<file path="src/rtl/scale_line_sequencer_if.sv">
// Bus bundle for scale_line_sequencer.
// Slave is the sequencer; master is its driver.
interface scale_line_sequencer_if #(
    parameter int PIX_WIDTH = 16,
    parameter int FIX_LEN   = 15,
    parameter int POS_W     = 11
);
    logic                 frame_start;
    logic [FIX_LEN-1:0]   x_scale;
    logic [FIX_LEN-1:0]   y_scale;
    logic [POS_W-1:0]     target_h;
    logic [POS_W-1:0]     target_v;
    logic                 tran_done;
    logic [PIX_WIDTH-1:0] input_data;
    logic                 wr_req;
    logic [POS_W-1:0]     dst_row;
    logic [POS_W-1:0]     x_pos;
    logic [PIX_WIDTH-1:0] out_data;
    logic                 data_valid;
    logic                 row_done;
    logic                 frame_done;
    logic                 busy;

    modport slave (
        input  frame_start, x_scale, y_scale,
        input  target_h, target_v,
        input  tran_done, input_data,
        output wr_req, dst_row, x_pos,
        output out_data, data_valid,
        output row_done, frame_done, busy
    );

    modport master (
        output frame_start, x_scale, y_scale,
        output target_h, target_v,
        output tran_done, input_data,
        input  wr_req, dst_row, x_pos,
        input  out_data, data_valid,
        input  row_done, frame_done, busy
    );
endinterface

</file>
<file path="src/rtl/scale_line_sequencer.sv">
// Line sequencer for a scaled image centred in a fixed
// output frame: fetches source lines, pads borders.
module scale_line_sequencer #(
    parameter int PIX_WIDTH = 16,
    parameter int FIX_LEN   = 15,
    parameter int FLOAT_LEN = 11,
    parameter int POS_W     = 11,
    parameter int OUT_H     = 640,
    parameter int OUT_V     = 720,
    parameter int PIPE_LAT  = 2,
    parameter logic [PIX_WIDTH-1:0] PAD_VALUE = '0
) (
    input logic clk,
    input logic rstn,
    scale_line_sequencer_if.slave bus
);

    localparam int EW = POS_W + 1;
    typedef logic [EW-1:0] ext_t;

    localparam ext_t OUT_H_E = ext_t'(OUT_H);
    localparam ext_t OUT_V_E = ext_t'(OUT_V);
    localparam logic [FIX_LEN-1:0] ONE_FIX =
        FIX_LEN'(1) << FLOAT_LEN;
    localparam logic [POS_W-1:0] C_LAST = POS_W'(OUT_H - 1);
    localparam logic [POS_W-1:0] R_LAST = POS_W'(OUT_V - 1);
    localparam logic [POS_W-1:0] D_LAST = POS_W'(PIPE_LAT - 1);

    typedef enum logic [2:0] {
        IDLE, SETUP, REQ, RUN, DRAIN, ROW_END, FRAME_DONE
    } state_t;

    state_t state_q, state_d;
    logic [POS_W-1:0] r_q, r_d;
    logic [POS_W-1:0] c_q, c_d;
    logic cfg_load;

    logic h_up_q, h_up_d, v_up_q, v_up_d;
    ext_t h_pad_q, h_pad_d, v_pad_q, v_pad_d;
    ext_t h_off_q, h_off_d, v_off_q, v_off_d;
    ext_t h_len_q, h_len_d, v_len_q, v_len_d;

    logic h_up_n, v_up_n;
    ext_t h_pad_n, v_pad_n, h_off_n, v_off_n;
    ext_t tgt_h_e, tgt_v_e;

    logic [PIPE_LAT-1:0] vld_q, vld_d;
    logic [PIPE_LAT-1:0] pad_q, pad_d;

    logic col_act, row_act, run_c;
    ext_t c_e, r_e, x_addr, y_addr;

    // Decode a new configuration: mode and centring offsets
    always_comb begin
        tgt_h_e = ext_t'(bus.target_h);
        tgt_v_e = ext_t'(bus.target_v);
        h_up_n  = bus.x_scale >= ONE_FIX;
        v_up_n  = bus.y_scale >= ONE_FIX;
        h_pad_n = '0;
        v_pad_n = '0;
        h_off_n = '0;
        v_off_n = '0;
        if (!h_up_n && OUT_H_E > tgt_h_e)
            h_pad_n = (OUT_H_E - tgt_h_e) >> 1;
        if (h_up_n && tgt_h_e > OUT_H_E)
            h_off_n = (tgt_h_e - OUT_H_E) >> 1;
        if (!v_up_n && OUT_V_E > tgt_v_e)
            v_pad_n = (OUT_V_E - tgt_v_e) >> 1;
        if (v_up_n && tgt_v_e > OUT_V_E)
            v_off_n = (tgt_v_e - OUT_V_E) >> 1;
    end

    // Hold configuration until the next frame start
    always_comb begin
        h_up_d  = h_up_q;
        v_up_d  = v_up_q;
        h_pad_d = h_pad_q;
        v_pad_d = v_pad_q;
        h_off_d = h_off_q;
        v_off_d = v_off_q;
        h_len_d = h_len_q;
        v_len_d = v_len_q;
        if (cfg_load) begin
            h_up_d  = h_up_n;
            v_up_d  = v_up_n;
            h_pad_d = h_pad_n;
            v_pad_d = v_pad_n;
            h_off_d = h_off_n;
            v_off_d = v_off_n;
            h_len_d = tgt_h_e;
            v_len_d = tgt_v_e;
        end
    end

    // Configuration registers
    always_ff @(posedge clk) begin
        if (!rstn) begin
            h_up_q  <= 1'b0;
            v_up_q  <= 1'b0;
            h_pad_q <= '0;
            v_pad_q <= '0;
            h_off_q <= '0;
            v_off_q <= '0;
            h_len_q <= '0;
            v_len_q <= '0;
        end else begin
            h_up_q  <= h_up_d;
            v_up_q  <= v_up_d;
            h_pad_q <= h_pad_d;
            v_pad_q <= v_pad_d;
            h_off_q <= h_off_d;
            v_off_q <= v_off_d;
            h_len_q <= h_len_d;
            v_len_q <= v_len_d;
        end
    end

    // Active-window test and source addresses for r/c
    always_comb begin
        c_e     = ext_t'(c_q);
        r_e     = ext_t'(r_q);
        col_act = h_up_q ||
                  (c_e >= h_pad_q && c_e < h_pad_q + h_len_q);
        row_act = v_up_q ||
                  (r_e >= v_pad_q && r_e < v_pad_q + v_len_q);
        x_addr  = h_up_q ? c_e + h_off_q : c_e - h_pad_q;
        y_addr  = v_up_q ? r_e + v_off_q : r_e - v_pad_q;
    end

    // Next-state, row and column counters
    always_comb begin
        state_d  = state_q;
        r_d      = r_q;
        c_d      = c_q;
        cfg_load = 1'b0;
        unique case (state_q)
            IDLE, FRAME_DONE: begin
                if (bus.frame_start) begin
                    cfg_load = 1'b1;
                    r_d      = '0;
                    c_d      = '0;
                    state_d  = SETUP;
                end
            end
            SETUP: begin
                c_d     = '0;
                state_d = row_act ? REQ : RUN;
            end
            REQ: begin
                if (bus.tran_done)
                    state_d = RUN;
            end
            RUN: begin
                if (c_q == C_LAST) begin
                    c_d     = '0;
                    state_d = DRAIN;
                end else begin
                    c_d = c_q + 1'b1;
                end
            end
            DRAIN: begin
                if (c_q == D_LAST) begin
                    c_d     = '0;
                    state_d = ROW_END;
                end else begin
                    c_d = c_q + 1'b1;
                end
            end
            ROW_END: begin
                if (r_q == R_LAST) begin
                    state_d = FRAME_DONE;
                end else begin
                    r_d     = r_q + 1'b1;
                    state_d = SETUP;
                end
            end
            default: state_d = IDLE;
        endcase
    end

    // FSM state and counters
    always_ff @(posedge clk) begin
        if (!rstn) begin
            state_q <= IDLE;
            r_q     <= '0;
            c_q     <= '0;
        end else begin
            state_q <= state_d;
            r_q     <= r_d;
            c_q     <= c_d;
        end
    end

    // Delay valid and pad flags to meet returning data
    always_comb begin
        run_c    = state_q == RUN;
        vld_d    = vld_q << 1;
        pad_d    = pad_q << 1;
        vld_d[0] = run_c;
        pad_d[0] = run_c && !(col_act && row_act);
    end

    // Alignment pipeline
    always_ff @(posedge clk) begin
        if (!rstn) begin
            vld_q <= '0;
            pad_q <= '0;
        end else begin
            vld_q <= vld_d;
            pad_q <= pad_d;
        end
    end

    // Output decode
    always_comb begin
        bus.wr_req     = state_q == REQ;
        bus.row_done   = state_q == ROW_END;
        bus.frame_done = state_q == FRAME_DONE;
        bus.busy       = state_q != IDLE &&
                         state_q != FRAME_DONE;
        bus.dst_row    = y_addr[POS_W-1:0];
        bus.x_pos      = '0;
        if (run_c && col_act && row_act)
            bus.x_pos = x_addr[POS_W-1:0];
        bus.data_valid = vld_q[PIPE_LAT-1];
        bus.out_data   = '0;
        if (vld_q[PIPE_LAT-1])
            bus.out_data = pad_q[PIPE_LAT-1] ?
                           PAD_VALUE : bus.input_data;
    end

endmodule

</file>
<file path="src/flat_wrapper.sv">
// flat-port wrapper written by rule: the top's interface ports become plain ports
module scale_line_sequencer_flat 
#(
    parameter int PIX_WIDTH = 16,
    parameter int FIX_LEN   = 15,
    parameter int FLOAT_LEN = 11,
    parameter int POS_W     = 11,
    parameter int OUT_H     = 640,
    parameter int OUT_V     = 720,
    parameter int PIPE_LAT  = 2,
    parameter logic [PIX_WIDTH-1:0] PAD_VALUE = '0
)
  (clk, rstn, bus_frame_start, bus_x_scale, bus_y_scale, bus_target_h, bus_target_v, bus_tran_done, bus_input_data, bus_wr_req, bus_dst_row, bus_x_pos, bus_out_data, bus_data_valid, bus_row_done, bus_frame_done, bus_busy);
  scale_line_sequencer_if #(.PIX_WIDTH(PIX_WIDTH), .FIX_LEN(FIX_LEN), .POS_W(POS_W)) bus_i ();
  input logic clk;
  input logic rstn;
  input wire logic [$bits(bus_i.frame_start)-1:0] bus_frame_start;
  input wire logic [$bits(bus_i.x_scale)-1:0] bus_x_scale;
  input wire logic [$bits(bus_i.y_scale)-1:0] bus_y_scale;
  input wire logic [$bits(bus_i.target_h)-1:0] bus_target_h;
  input wire logic [$bits(bus_i.target_v)-1:0] bus_target_v;
  input wire logic [$bits(bus_i.tran_done)-1:0] bus_tran_done;
  input wire logic [$bits(bus_i.input_data)-1:0] bus_input_data;
  output wire logic [$bits(bus_i.wr_req)-1:0] bus_wr_req;
  output wire logic [$bits(bus_i.dst_row)-1:0] bus_dst_row;
  output wire logic [$bits(bus_i.x_pos)-1:0] bus_x_pos;
  output wire logic [$bits(bus_i.out_data)-1:0] bus_out_data;
  output wire logic [$bits(bus_i.data_valid)-1:0] bus_data_valid;
  output wire logic [$bits(bus_i.row_done)-1:0] bus_row_done;
  output wire logic [$bits(bus_i.frame_done)-1:0] bus_frame_done;
  output wire logic [$bits(bus_i.busy)-1:0] bus_busy;
  assign bus_i.frame_start = bus_frame_start;
  assign bus_i.x_scale = bus_x_scale;
  assign bus_i.y_scale = bus_y_scale;
  assign bus_i.target_h = bus_target_h;
  assign bus_i.target_v = bus_target_v;
  assign bus_i.tran_done = bus_tran_done;
  assign bus_i.input_data = bus_input_data;
  assign bus_wr_req = bus_i.wr_req;
  assign bus_dst_row = bus_i.dst_row;
  assign bus_x_pos = bus_i.x_pos;
  assign bus_out_data = bus_i.out_data;
  assign bus_data_valid = bus_i.data_valid;
  assign bus_row_done = bus_i.row_done;
  assign bus_frame_done = bus_i.frame_done;
  assign bus_busy = bus_i.busy;
  scale_line_sequencer #(.PIX_WIDTH(PIX_WIDTH), .FIX_LEN(FIX_LEN), .FLOAT_LEN(FLOAT_LEN), .POS_W(POS_W), .OUT_H(OUT_H), .OUT_V(OUT_V), .PIPE_LAT(PIPE_LAT), .PAD_VALUE(PAD_VALUE)) u_core (.clk(clk), .rstn(rstn), .bus(bus_i));
endmodule
</file>
<file path="config.mk">
export PLATFORM = sky130hd
export DESIGN_NAME = scale_line_sequencer_flat
export DESIGN_NICKNAME = d
export VERILOG_FILES = /design/src/rtl/scale_line_sequencer_if.sv /design/src/rtl/scale_line_sequencer.sv /design/src/flat_wrapper.sv
export SDC_FILE = /design/constraint.sdc
export NUM_CORES = 1
export LEC_CHECK = 0
export CAP_MARGIN = 25
export CORE_UTILIZATION = 60
export CTS_BUF_LIST = sky130_fd_sc_hd__clkbuf_4 sky130_fd_sc_hd__clkbuf_8 sky130_fd_sc_hd__clkbuf_16
export DETAILED_ROUTE_END_ITERATION = 7
export PLACE_DENSITY = 0.95
export SYNTH_ARGS = -nofsm -noshare
export SYNTH_HDL_FRONTEND = slang
export SYNTH_SLANG_ARGS = --single-unit
export TNS_END_PERCENT = 20
</file>
<file path="constraint.sdc">
create_clock -name clk -period 10.3 [get_ports clk]
set_clock_uncertainty 0.1 [all_clocks]
set_input_delay 3.09 -clock clk [delete_from_list [all_inputs] [get_ports clk]]
set_output_delay 3.09 -clock clk [all_outputs]
set_load 0.02 [all_outputs]
</file>
==> results of run 1 <==
[state kept, by name, summed over array words and instances, names as in the netlist, 3 cells and up]
name            cells
u_core.h_pad_q     11
u_core.h_off_q     11
u_core.v_pad_q     11
u_core.h_len_q     11
u_core.c_q         11
u_core.v_len_q     11
u_core.v_off_q     11
u_core.r_q         11
u_core.state_q      3
[placed cells by master (no fill, tap or decap), types with 25 or more instances in the layout]
cell type and n:
nand3_1 30, clkdlybuf4s50_1 92, a21oi_1 66, xnor2_1 40, inv_1 58, nand2_1 116, nor2_1 81, ha_1 94
a21boi_0 25, xor2_1 43, dfxtp_1 97, o21ai_0 66
[power groups by stage]
stage	Clock [W]	Combinational (W)	Sequential, W
detailed placement	0	0.000434	0.000477
global placement	0	0.000417	0.000475
floorplan	0	0.000339	0.000442
CTS	0.000357	0.000440	0.000469
finish	0.000357	0.000444	0.000471
global route	0.000373	0.000490	0.000477
[worst min-delay path by stage]
stage	from	endpoint	slack (ps)	cells past startpoint
final	u_core.vld_q[0]	u_core.vld_q[1]	350	1
after floorplan	u_core.pad_q[0]	u_core.pad_q[1]	310	1
after global routing	u_core.vld_q[0]	u_core.vld_q[1]	360	1
after global placement	u_core.vld_q[0]	u_core.vld_q[1]	320	1
after detailed placement	u_core.vld_q[0]	u_core.vld_q[1]	330	1
after CTS	u_core.vld_q[0]	u_core.vld_q[1]	350	1
[metal layers]
metal  up-vias  track usage (%)
met2       357             49.8
met3        57             5.02
met4         0             14.4
met5         -                0
met1      3457             40.9
li1       3600                -
[area by class of cell]
type / count / share of cell area [%]
clock buffer: 10 / 2.56
clock inverter: 6 / 0.798
tap: 172 / 2.37
multi-input combinational: 787 / 60.1
sequential: 97 / 21.4
inverter: 59 / 2.43
timing repair buffer: 96 / 10.4
[through the flow]
step | power (W) | cells | setup WS, ps | hold slack, ps
floorplan | 0.000781 | 973 | 3140 | 312
global placement | 0.000891 | 1210 | 2040 | 322
detailed placement | 0.000912 | 1211 | 1840 | 332
CTS | 0.00127 | 1227 | 1420 | 348
global route | 0.00134 | 1227 | 1140 | 356
finish | 0.00127 | 1227 | 1330 | 350
[cell families (layout without fill, tap and decap cells)]
logic type	after synthesis	after routing	synth area share, %
simple gates	349	349	22.5
compound gates	249	249	21.0
fa+ha+maj	100	100	16.7
flops	97	97	25.0
buf+inv	89	171	4.70
xor+xnor	83	83	9.36
mux	6	6	0.773
[worst max-delay path, delay by kind of cell (launching register included)]
kind            cells  cell delay [ps]
buf+inv             1              700
flops               1              360
fa+ha+maj           3              930
compound gates      9             2650
simple gates        4              800
==> results.py, run 1 <==
metrics = {
    "timing": {
        "worst_pin_slew_ps": 1010,
        "finalCriticalPeriod_ps": 8970,
        "grt_setup_unrepaired": "no",
        "fmax_mhz": 111,
        "slew_headroom_pct": 32.3,
        "period_share_pct": 87.1,
        "finalSetupTns_ps": 0,
        "finalHoldViolations": 0,
        "slew_viol_final": 0,
        "setup_viol": 0,
    },
    "layout": {
        "utilization_pct": 72.1,
        "area_growth_pct": 17.1,
        "seqCellArea_um2": 1940,
        "layout.nets": 1222,
        "drive_gt1_share_pct": 4.08,
        "nFillCells": 891,
        "multi_input_area_um2": 5460,
        "finalInstanceArea_um2": 9090,
        "antenna_cells": 0,
    },
    "job": {
        "max-cap-violations": 0,
    },
    "yosys": {
        "ys_seq_area_share_pct": 25.0,
        "synth.cell_area_um2": 7770,
        "netlist_instances": 973,
        "synth_warnings": 0,
        "synth-async-reset-ratio_pct": 0,
        "ys_ff_latch": 97,
        "syn_nets": 1145,
        "synth_cell_type_count": 74,
        "synthTopCellsByCount": "116 x nand2_1, 97 x dfxtp_1, 94 x ha_1",
        "synthTopCellsByArea": "dfxtp_1 25%, ha_1 15%, nand2_1 5.6%",
        "synthFlopType": "dfxtp_1",
        "yosysTopAreaCell": "dfxtp_1",
        "synth_area_per_cell_um2": 7.99,
        "synth_top_area_share_pct": 25.0,
        "yosysMostFrequentCell": "nand2_1",
        "synth-edff-count": 0,
    },
    "pwr": {
        "p_switching_w": 0.000477,
        "p_seq_share_pct": 37.0,
        "p_per_area_nw_per_um2": 140,
        "irDropWorstVdd_mv": 0.103,
        "p_sw_share_pct": 37.5,
        "intPower_w": 0.000795,
        "p_clk_share_pct": 28.1,
        "power_frac_comb_pct": 34.9,
        "power_leakage_nw": 3.68,
    },
    "grt": {
        "grt_pass1_vias": 6808,
        "overflow": 0,
        "grt_max_degree": 44,
        "antenna_found_initial": 0,
        "grt_pass1_wl_um": 32500,
        "grt_usage_pct": 31.1,
    },
    "critical_path": {
        "worstReg2RegEnd": "u_core.state_q[0]",
        "crit_slowest_cell": "clkdlybuf4s50_1",
        "critPathKind": "reg -> out",
        "critPathCapture": "bus_x_pos[10]",
        "critPathLaunch": "u_core.v_pad_q[0]",
        "cp_data_arrival_time_ps": 5780,
        "critPathMaxFanout": 11,
        "rrSetupSlack_ps": 5960,
        "end_kind": "primary output",
        "r2r_cells": 16,
        "r2r-start": "u_core.v_pad_q[0]",
        "critPathLaunchType": "flop",
        "required_ps": 7110,
        "path_cells": "ha_1 -> fa_1 -> a21o_1 -> a21oi_1 -> nor2b_1 -> o21a_1 -> o41ai_2 -> nand3_1 -> o211a_1 -> ha_1 -> nor2b_1 -> a2111oi_0 -> a2111o_1 -> o32a_1 -> nand4b_1 -> a211oi_1 -> clkdlybuf4s50_1",
        "max_stage_delay_ps": 700,
    },
    "drt": {
        "drtAntennaViolNets": 0,
        "route.met3.wl_um": 1970,
        "wl_met1_um": 8630,
        "wirelength_um": 20600,
        "topRoutingLayerUsed": "met4",
        "viasPerCell": 6.09,
        "drcViolationCount": 0,
        "vias": 7471,
        "wl_per_cell_um": 16.8,
        "drt_iter0_markers": 590,
        "first_pass_iters": 5,
        "dr_wl_met2_um": 9310,
    },
    "place": {
        "placed_area_um2": 8790,
        "hpwl_um": 15600,
        "place.port_buffers": 92,
        "gp_congestion": 0.924,
    },
    "die": {
        "fp.coreArea_um2": 12600,
        "num_io_pins": 115,
        "dieHeight_um": 116,
        "initial_core_util_pct": 61.6,
        "dieWidth_um": 116,
        "dieArea_um2": 13400,
        "num_rows": 41,
    },
    "outcome": {
        "outcome": "finished, final reports clean",
    },
    "clocking": {
        "h-tree-depth": 3,
        "post_cts_buffers": 0,
        "root_buffer": "clkbuf_16",
        "clock_sinks": 97,
        "clockBufferDepth": 2,
        "postCtsHoldBufs": 0,
        "clk_latency_ps": 360,
        "clkTransAtPathRegs_ps": 70,
        "ctsResizeCount": 0,
        "cts_tree": "done",
        "numCtsBuffers": 9,
    },
    "hold_path": {
        "hp-class": "reg -> reg",
    },
}
Power figures use the tool's default switching activity.
==> run 2, diff against run 1 <==
- REMOVE_ABC_BUFFERS: unset -> 1
==> results.py, run 2 (synthesized netlist as in run 1, its figures left out) <==
metrics = {
    "die": {
        "initial_core_util_pct": 61.6,
        "dieWidth_um": 116,
        "dieArea_um2": 13400,
        "num_io_pins": 115,
        "fp.coreArea_um2": 12600,
        "num_rows": 41,
        "dieHeight_um": 116,
    },
    "clocking": {
        "clockBufferDepth": 2,
        "post_cts_buffers": 0,
        "numCtsBuffers": 9,
        "root_buffer": "clkbuf_16",
        "ctsResizeCount": 0,
        "clock_sinks": 97,
        "postCtsHoldBufs": 0,
        "clkTransAtPathRegs_ps": 70,
        "cts_tree": "done",
        "clk_latency_ps": 350,
        "h-tree-depth": 3,
    },
    "pwr": {
        "totalPowerFinal_w": 0.00124,
        "irDropWorstVdd_mv": 0.0807,
        "p_per_area_nw_per_um2": 136,
        "power_leakage_nw": 3.68,
    },
    "drt": {
        "first_pass_iters": 6,
        "drcViolationCount": 0,
        "drtAntennaViolNets": 0,
        "drt_iter0_markers": 469,
        "vias": 7270,
        "wirelength_um": 19500,
        "viasPerCell": 5.93,
        "wl_per_cell_um": 15.9,
    },
    "timing": {
        "finalCriticalPeriod_ps": 8660,
        "grt_setup_unrepaired": "no",
        "setup_viol": 0,
        "slew_headroom_pct": 32.1,
        "period_share_pct": 84.1,
        "slew_viol_final": 0,
        "fmax_mhz": 115,
        "finalHoldViolations": 0,
        "worst_pin_slew_ps": 1020,
        "finalSetupTns_ps": 0,
    },
    "layout": {
        "drive_gt1_share_pct": 3.89,
        "area_growth_pct": 16.9,
        "antenna_cells": 0,
        "layout_common_cells": "116 x nand2_1, 97 x dfxtp_1, 94 x ha_1, 92 x clkdlybuf4s50_1, 81 x nor2_1",
        "layout.nets": 1223,
        "layout_commonest_cell": "nand2_1",
        "utilization_pct": 72.0,
    },
    "critical_path": {
        "critPathLaunchType": "flop",
        "critPathKind": "reg -> out",
        "crit_slowest_cell": "clkdlybuf4s50_1",
        "path_cells": "ha_1 -> fa_1 -> a21o_1 -> a21oi_1 -> nor2b_1 -> o21a_1 -> o41ai_2 -> nand3_1 -> o211a_1 -> ha_1 -> nor2b_1 -> a2111oi_0 -> a2111o_1 -> o32a_1 -> nand4b_1 -> a211oi_1 -> clkdlybuf4s50_1",
        "critPathMaxFanout": 11,
        "cp_data_arrival_time_ps": 5470,
        "critPathBufInv": 1,
        "cp_top_family": "compound AO/OA/AOI/OAI gates",
        "required_ps": 7110,
        "max_stage_delay_ps": 650,
        "end_kind": "primary output",
    },
    "job": {
        "max-cap-violations": 0,
    },
    "outcome": {
        "outcome": "finished, final reports clean",
    },
    "grt": {
        "grt_usage_pct": 30.4,
        "grt_pass1_vias": 6916,
        "grt_max_degree": 44,
        "overflow": 0,
        "grt_pass1_wl_um": 31800,
        "antenna_found_initial": 0,
    },
    "place": {
        "hpwl_um": 14800,
        "place.port_buffers": 92,
        "gp_congestion": 0.917,
    },
    "hold_path": {
        "hp-class": "reg -> reg",
    },
}
==> run 2: cell count changes in the layout (fill, tap and decap cells not counted), sizes merged <==
cell	before	now
buf	4	5
clkinv	0	2
clkinvlp	1	0
inv	63	59
==> run 2: routing by layer <==
metal | track usage (%) | wire, um
met1 | 34.6 | 8040
met2 | 54.0 | 9500
met3 | 4.71 | 1030
met4 | 17.4 | 903
met5 | 0 | 0
==> run 2: per-stage QoR <==
stage	setup slack [ps]	cell area, um2	cells	hold WS [ps]
6_report	1640	9080	1225	343
5_1_grt	1170	9080	1225	361
4_1_cts	1660	9080	1225	351
2_1_floorplan	3040	7630	943	312
3_3_place_gp	2210	8800	1212	316
3_5_place_dp	2060	8800	1212	329
==> run 2: cell type report <==
type / count / area [um2]
fill: 954 / 3540
inverter: 59 / 221
multi-input combinational: 787 / 5460
clock buffer: 10 / 239
sequential: 97 / 1940
timing repair buffer: 97 / 958
clock inverter: 3 / 43.8
tap: 172 / 215
==> run 2: power by group <==
group          switching, W  total, W  internal, W
Sequential        0.0000486  0.000461     0.000412
Combinational      0.000256  0.000447     0.000191
Clock              0.000140  0.000331     0.000191
Total              0.000445   0.00124     0.000794
==> run 2: path summary, 6_finish.rpt <==
check	slack, ps	start	cells after the start	end
setup / recovery	1640	u_core.v_pad_q[0]	17	bus_x_pos[2]
hold / removal	340	u_core.vld_q[0]	1	u_core.vld_q[1]
setup reg to reg	6090	u_core.v_pad_q[0]	16	u_core.state_q[0]
hold reg to reg	340	u_core.vld_q[0]	1	u_core.vld_q[1]
